**config.mk**
```make
export PLATFORM = sky130hd
export DESIGN_NAME = alu_arbiter
export DESIGN_NICKNAME = d
export VERILOG_FILES = /design/src/rtl/alu_pkg.sv /design/src/rtl/ALU.sv /design/src/rtl/alu_arbiter.sv
export SDC_FILE = /design/constraint.sdc
export NUM_CORES = 1
export LEC_CHECK = 0
export BUFFER_PORTS_ARGS = -buffer_cell sky130_fd_sc_hd__buf_2
export CAP_MARGIN = 10
export CORE_MARGIN = 4
export CORE_UTILIZATION = 40
export DETAILED_ROUTE_END_ITERATION = 8
export GPL_TIMING_DRIVEN = 1
export SYNTH_ARGS = -nofsm -noshare
export SYNTH_HDL_FRONTEND = slang
export SYNTH_HIERARCHICAL = 1
export SYNTH_SLANG_ARGS = --single-unit
```
**constraint.sdc**
```tcl
create_clock -name clk -period 5.7 [get_ports clk]
set_input_delay 0.57 -clock clk [delete_from_list [all_inputs] [get_ports clk]]
set_output_delay 0.57 -clock clk [all_outputs]
set_load 0.02 [all_outputs]
```
**src/rtl/alu_pkg.sv**
```systemverilog
// Shared ALU control codes and arbiter FSM state encodings.
package alu_pkg;

    typedef enum logic [3:0] {
        ALU_AND  = 4'b0000,
        ALU_OR   = 4'b0001,
        ALU_ADD  = 4'b0010,
        ALU_SLL1 = 4'b0100,
        ALU_SUB  = 4'b0110,
        ALU_SLTU = 4'b0111
    } alu_ctrl_e;

    typedef enum logic {
        ST_IDLE = 1'b0,
        ST_HOLD = 1'b1
    } arb_state_e;

endpackage

```
**src/rtl/ALU.sv**
```systemverilog
// Purely combinational ALU; zero latency, no flow control.
// Unlisted control codes produce a zero result.
module ALU
    import alu_pkg::*;
#(
    parameter int XLEN = 32
) (
    input  logic [XLEN-1:0] a,
    input  logic [XLEN-1:0] b,
    input  logic [3:0]      ctrl,
    output logic [XLEN-1:0] result
);

    always_comb begin
        result = '0;
        case (ctrl)
            ALU_AND:  result = a & b;
            ALU_OR:   result = a | b;
            ALU_ADD:  result = a + b;
            ALU_SUB:  result = a - b;
            ALU_SLTU: result = {{(XLEN-1){1'b0}}, (a < b)};
            ALU_SLL1: result = {a[XLEN-2:0], 1'b0};
            default:  result = '0;
        endcase
    end

endmodule

```
**src/rtl/alu_arbiter.sv**
```systemverilog
// Two requesters share one ALU via round-robin; result registered 1 cycle after accept.
// Backpressure: while a response is held and rsp_ready is low, both req ready outputs stay 0.
module alu_arbiter
    import alu_pkg::*;
#(
    parameter int XLEN  = 32,
    parameter int CNT_W = 16
) (
    input  logic             clk,
    input  logic             reset,
    input  logic             req0_valid,
    output logic             req0_ready,
    input  logic [XLEN-1:0]  req0_a,
    input  logic [XLEN-1:0]  req0_b,
    input  logic [3:0]       req0_ctrl,
    input  logic             req1_valid,
    output logic             req1_ready,
    input  logic [XLEN-1:0]  req1_a,
    input  logic [XLEN-1:0]  req1_b,
    input  logic [3:0]       req1_ctrl,
    output logic             rsp_valid,
    input  logic             rsp_ready,
    output logic [XLEN-1:0]  rsp_result,
    output logic             rsp_zero,
    output logic             rsp_id,
    output logic [CNT_W-1:0] op_count
);

    arb_state_e      state;
    logic            last_grant;
    logic            can_accept;
    logic            grant0;
    logic            grant1;
    logic            any_grant;
    logic [XLEN-1:0] alu_a;
    logic [XLEN-1:0] alu_b;
    logic [3:0]      alu_ctrl;
    logic [XLEN-1:0] alu_res;

    // Grant logic looks only at valids and state, never at operands or ctrl.
    assign can_accept = !reset && ((state == ST_IDLE) || rsp_ready);
    assign grant0     = can_accept && req0_valid && (!req1_valid || last_grant);
    assign grant1     = can_accept && req1_valid && (!req0_valid || !last_grant);
    assign any_grant  = grant0 || grant1;

    assign req0_ready = grant0;
    assign req1_ready = grant1;

    assign alu_a    = grant1 ? req1_a    : req0_a;
    assign alu_b    = grant1 ? req1_b    : req0_b;
    assign alu_ctrl = grant1 ? req1_ctrl : req0_ctrl;

    ALU #(
        .XLEN(XLEN)
    ) u_alu (
        .a      (alu_a),
        .b      (alu_b),
        .ctrl   (alu_ctrl),
        .result (alu_res)
    );

    assign rsp_valid = (state == ST_HOLD);

    always_ff @(posedge clk) begin
        if (reset) begin
            state      <= ST_IDLE;
            last_grant <= 1'b1;
            rsp_result <= '0;
            rsp_zero   <= 1'b0;
            rsp_id     <= 1'b0;
            op_count   <= '0;
        end else begin
            case (state)
                ST_IDLE: begin
                    if (any_grant) begin
                        state <= ST_HOLD;
                    end
                end
                ST_HOLD: begin
                    if (rsp_ready && !any_grant) begin
                        state <= ST_IDLE;
                    end
                end
                default: state <= ST_IDLE;
            endcase

            if (any_grant) begin
                rsp_result <= alu_res;
                rsp_zero   <= (alu_res == '0);
                rsp_id     <= grant1;
                last_grant <= grant1;
                op_count   <= op_count + CNT_W'(1);
            end
        end
    end

endmodule
```
---- After elaboration in Yosys (flattened, before gate mapping) ----
Index checks and enable logic that the tools add are counted.
cells by class
  add/sub/neg operators ................... 3
  magnitude comparators ................... 1
  equality and inequality tests ........... 5
  mux-type cells .......................... 7
  bitwise gates (word level) .............. 3
  reduce and logical (&&, ||, !) cells .... 17
operator list
  kind                                            count
  case mux 32 bit (6 select lines)                1
  two-way mux 32 bit                              2
  adder 32 bit                                    1
  AND 32 bit                                      1
  logical NOT 32 bit                              1
  < comparator 32 bit                             1
  bitwise OR 32 bit                               1
  subtractor 32 bit                               1
  adder 16 x 1 -> 16 bit (second input constant)  1
  == test 4 x 3 -> 1 bit (second input constant)  3
  logical AND 1 bit                               6
  logical NOT 1 bit                               5
  == test 4 x 1 -> 1 bit (second input constant)  1
  == test 4 x 2 -> 1 bit (second input constant)  1
  logical NOT 4 bit                               1
  logical OR 1 bit                                4
  two-way mux 4 bit                               1
  two-way mux 1 bit                               2
  case mux 1 bit (2 select lines)                 1
  inverter 1 bit                                  1
word-level totals
  flip-flop bits (word level) ............. 52
  input port bits ......................... 141
  output and inout port bits .............. 53
  logic and storage cells ................. 42

---- Longest topological paths before layout ----
  word-level depth ........................ 10
  mapped depth ............................ 24
  gate-level depth less buffers ........... 21

---- Hierarchy ----
The synthesis kept the hierarchy.
modules (own cells, without submodules)
  module       times used  cells each  area each (um^2)  sequential area each (um^2)
  ALU          1           690         4,695.8           0.0
  alu_arbiter  1           335         2,889.0           1,041.0

---- Worst setup path after synthesis ----
No wires, ideal clock.
  path type ............................... input -> register
  from .................................... in rsp_ready
  to ...................................... reg rsp_zero
  setup time .............................. 58 ps
  arrival ................................. 4,930 ps
  required time ........................... 5,642 ps
  path slack .............................. 712 ps
  stages on the path ...................... 24
  path buffers ............................ 4
  cell sequence ........................... nor2b_4 -> buf_6 -> nor2_1 -> and3_1 -> clkbuf_1 -> buf_2 -> mux2_2 -> inv_1 -> ha_1 -> buf_6 -> or3_4 -> nor3_4 -> and4bb_1 -> a211oi_2 -> o31ai_2 -> a211oi_2 -> o31a_1 -> nor3_2 -> o21bai_1 -> a221o_1 -> nor4_1 -> nand4_1 -> nor4_1 -> a31o_2
between the ends
  longest elaborated chain between the ends .. 8
  elaborated cells on any way between the ends .. 23
  classes of those cells .................. 2 x add/sub; 1 x order compare; 5 x eq/ne; 4 x mux; 2 x bitwise; 9 x reduce/logical
RTL lines
  what                              RTL line           text
  start: declaration                alu_arbiter.sv:22  input logic rsp_ready,
  logical OR 1 bit                  alu_arbiter.sv:41  assign can_accept = !reset && ((state == ST_IDLE) || rsp_ready);
  logical AND 1 bit                 alu_arbiter.sv:41
  logical AND 1 bit (2 in a row)    alu_arbiter.sv:43  assign grant1 = can_accept && req1_valid && (!req0_valid || !last_grant);
  two-way mux 32 bit                alu_arbiter.sv:49  assign alu_a = grant1 ? req1_a : req0_a;
  named net alu_a[11]               alu_arbiter.sv:35  logic [XLEN-1:0] alu_a;
  < comparator 32 bit               ALU.sv:21          ALU_SLTU: result = {{(XLEN-1){1'b0}}, (a < b)};
  case mux 32 bit (6 select lines)  ALU.sv:16          case (ctrl)
  named net alu_res[0]              alu_arbiter.sv:38  logic [XLEN-1:0] alu_res;
  logical NOT 32 bit                alu_arbiter.sv:89  rsp_zero <= (alu_res == '0);
  end signal: assignment            alu_arbiter.sv:89
  end: declaration                  alu_arbiter.sv:24  output logic rsp_zero,
The timed path passes the listed nets, and every way through them passes these cells.
A chain may end at the register's enable or synchronous reset.

---- Final worst setup path ----
  from .................................... reg state, in the netlist rsp_valid
  to ...................................... reg rsp_zero
between the ends
  longest elaborated chain between the ends .. 9
  elaborated cells on any way between the ends .. 24
  classes of those cells .................. 2 x add/sub; 1 x order compare; 5 x eq/ne; 4 x mux; 3 x bitwise; 9 x reduce/logical
RTL lines
  what                              RTL line           text
  start: declaration                alu_arbiter.sv:29  arb_state_e state;
  start signal: assignment          alu_arbiter.sv:66  state <= ST_IDLE;
  start signal: assignment          alu_arbiter.sv:76  state <= ST_HOLD;
  start signal: assignment          alu_arbiter.sv:81  state <= ST_IDLE;
  inverter 1 bit                    --
  logical OR 1 bit                  alu_arbiter.sv:41
  logical AND 1 bit                 alu_arbiter.sv:41
  logical AND 1 bit (2 in a row)    alu_arbiter.sv:43
  two-way mux 32 bit                alu_arbiter.sv:50  assign alu_b = grant1 ? req1_b : req0_b;
  named net alu_b[11]               alu_arbiter.sv:36  logic [XLEN-1:0] alu_b;
  < comparator 32 bit               ALU.sv:21
  case mux 32 bit (6 select lines)  ALU.sv:16
  named net alu_res[0]              alu_arbiter.sv:38
  logical NOT 32 bit                alu_arbiter.sv:89
The timed path passes the listed nets, and every way through them passes these cells.

==> flow_summary.json <==
{
  "outcome": "complete, no violations",
  "slew_headroom_pct": 47.41,
  "final_common_cell": "buf_2",
  "cts_buffers": 5,
  "ys.flop_type": "dfxtp_1",
  "critPathKind": "register to register",
  "fin_setup_tns_ns": 0,
  "grt_use_total_pct": 21.87,
  "async_flop_share_pct": 0,
  "io_pins": 194,
  "ys_warn_count": 6,
  "synth.distinct_cells": 77,
  "drive_gt1_share_pct": 27.37,
  "syn_nets": 1269,
  "slowest_delay_ns": 0.47,
  "cts.path.max_buffers": 2,
  "pwr-share-clk_pct": 20.2,
  "hold_slack_ns": 0.4522,
  "worstPathArrival_ns": 5.54,
  "layout.nets": 1436,
  "highest_layer": "met4",
  "switching_share_pct": 41.79,
  "yosysTopAreaCell": "ha_1",
  "setup.worst_path.end": "rsp_zero$_SDFFE_PP0P_",
  "grt-ovfl-total": 0,
  "max_slew.worst_pin.slew_ns": 0.7869,
  "maxCapViolCount": 0,
  "worstSetupStartpoint": "rsp_valid$_SDFF_PP0_",
  "rsz0062_at_grt": "false",
  "worstPathCellList": "nor2b_4 > nor2_1 > and3_4 > buf_4 > mux2_2 > inv_1 > ha_1 > or3_4 > nor3_4 > and4bb_1 > a211oi_2 > o31ai_2 > a211oi_2 > o31a_1 > nor3_2 > o21bai_1 > a221o_1 > nor4_1 > nand4_1 > nor4_1 > a31o_2",
  "rrSetupSlack_ns": 0.39,
  "syn_area_per_cell_um2": 7.400,
  "final_cell_mix": "buf_2 (193), inv_1 (101), a21oi_1 (101), ha_1 (101), nand2_1 (92)",
  "met1_length_um": 11280,
  "synth_cells": 1025,
  "clkTransAtPathRegs_ns": 0.07,
  "num_rows": 50,
  "fp.dieW_um": 145.7,
  "intPower_uw": 951.1,
  "p_sw_uw": 682.7,
  "synthToLayoutAreaGrowth_pct": 18.36,
  "synth_area_leaders": "ha_1 (17%), dfxtp_1 (14%), mux2_2 (10%), a21oi_1 (6.7%), inv_1 (5.0%)",
  "drc": 0,
  "cts_resized": 0,
  "die_area_um2": 21230,
  "grt_pass1_wl_um": 39370,
  "routed_wl_um": 24420,
  "drv_slew": 0,
  "grt_max_degree": 60,
  "post_cts_buffers": 0,
  "leakage_nw": 4.147,
  "cts_num_sinks": 52,
  "dieHeight_um": 145.7,
  "n_antenna_cell": 0,
  "core_um2": 18710,
  "fin_skew_ns": 0.004629,
  "worstSetupEndpointType": "register",
  "netlist_area_um2": 7585,
  "place.gp.congestion": 0.9468,
  "r2r.worst_path.cells": 21,
  "tritoncts": "done",
  "synth-edff-count": 0,
  "initialDrtViolationCount": 604,
  "finalSetupViolations": 0,
  "start_util_pct": 40.55,
  "peakVddDrop_mv": 0.1486,
  "fmax_ghz": 0.1884,
  "crit_required_ns": 5.93,
  "r2r_end": "rsp_zero$_SDFFE_PP0P_",
  "hpwlAfterDp_um": 19700,
  "route.met3.wl_um": 1457,
  "via_count": 8119,
  "synth_top_area_share_pct": 16.66,
  "cp_max_fo": 29,
  "fin_total_pwr_mw": 1.634,
  "hold_viol": 0,
  "worstSetupStartpointType": "register",
  "via_per_inst": 5.698,
  "min_period_ns": 5.307,
  "ctsHtreeMaxLevel": 2,
  "antenna_found_initial": 0,
  "period_share_pct": 93.10,
  "reg2reg_from": "rsp_valid$_SDFF_PP0_",
  "io_buffers": 193,
  "power_density_nw_per_um2": 182.0,
  "wire_per_inst_um": 17.14,
  "ant_nets": 0,
  "dr.pass1.iters": 5,
  "grt_pass1_vias": 7630,
  "dr_wl_met2_um": 11130,
  "clk_latency_ns": 0.29,
  "crit_slowest_cell": "or3_4",
  "min_path_type": "register to register",
  "combPwrFrac_pct": 56.2,
  "seq_area_frac_synth_pct": 13.72,
  "postCtsHoldBufs": 0,
  "power.share.sequential_pct": 23.6,
  "cts-root-buf": "clkbuf_16",
  "ys_seq_elements": 52
}
area by class of cell:
class | count | area [um2]
Clock buffer | 5 | 125.1
Clock inverter | 1 | 30.03
Fill cell | 1953 | 9728
Inverter | 102 | 382.9
Multi-Input combinational cell | 810 | 5929
Sequential cell | 52 | 1041
Tap cell | 234 | 292.8
Timing Repair Buffer | 221 | 1176
cell usage after synthesis (all sizes together) (4+ instances only):
cell type	number
o31ai	11
ha	101
clkbuf	40
a221oi	31
dfxtp	52
nor2b	6
nor3	13
nand3	16
o21bai	14
or4	4
or2	5
xnor2	31
a21oi	101
nor4	20
a221o	4
a31oi	6
a21o	11
nand4	6
a2111oi	7
o22ai	4
or3	12
nand2b	6
buf	21
xor2	6
nor2	88
o21ai	66
o211ai	8
mux2	69
inv	101
nand2	92
a211oi	14
o21a	6
registers in the layout, summed over array words and instances (netlist names):
| name | cells |
|---|---|
| last_grant | 1 |
| rsp_zero | 1 |
| rsp_result | 32 |
| op_count | 16 |
| rsp_id | 1 |
| rsp_valid | 1 |
power by group through the flow:
stage	Clock [mW]	Sequential, mW	Combinational [mW]
detailed placement	0	0.394	0.900
global placement	0	0.393	0.903
floorplan	0	0.409	0.626
global route	0.354	0.387	1.01
CTS	0.338	0.386	0.906
finish	0.329	0.386	0.919
metal layers:
layer  vias up  GRT usage (%)
li1       3993              -
met1      3778          30.46
met2       302          35.94
met3        46          2.273
met4         0          6.173
met5         -              0
per-stage QoR:
step                      utilization [%]  instances  area, um2  setup slack [ns]
final                               47.99       1425       8977            0.3932
after global routing                47.99       1425       8977           0.03306
after CTS                           47.91       1425       8961            0.3920
after detailed placement            47.08       1419       8806            0.1780
after global placement              47.08       1419       8806            0.2070
after floorplan                         -       1025       7585            0.7122
critical path, delay by kind of cell, from the launching register on:
kind | cells | cell delay [ns]
multiplexers | 1 | 0.40
flip-flops | 1 | 0.33
adder cells (fa/ha/maj) | 1 | 0.35
AND/OR/NAND/NOR | 10 | 2.29
AO/OA/AOI/OAI | 7 | 1.43
buffers and inverters | 2 | 0.44
worst min path at each step:
stage	startpoint	end	slack [ns]	cells past startpoint
6_report	rsp_result[27]$_SDFFE_PP0P_	rsp_result[27]$_SDFFE_PP0P_	0.45	2
2_1_floorplan	last_grant$_SDFFE_PP1P_	last_grant$_SDFFE_PP1P_	0.45	1
3_5_place_dp	rsp_result[27]$_SDFFE_PP0P_	rsp_result[27]$_SDFFE_PP0P_	0.44	2
5_1_grt	rsp_result[29]$_SDFFE_PP0P_	rsp_result[29]$_SDFFE_PP0P_	0.47	2
4_1_cts	rsp_result[27]$_SDFFE_PP0P_	rsp_result[27]$_SDFFE_PP0P_	0.45	2
3_3_place_gp	rsp_result[0]$_SDFFE_PP0P_	rsp_result[0]$_SDFFE_PP0P_	0.44	2
kinds of logic (layout without fill, tap and decap cells):
kind of cell    Yosys count  after routing  synth area share, %
compound gates          313            313                27.48
xor+xnor                 37             37                4.273
fa+ha+maj               103            103                17.19
buf+inv                 163            329                8.627
flops                    52             52                13.72
mux                      72             72                10.64
simple gates            285            285                18.06
(Power assumes the default switching activity.)
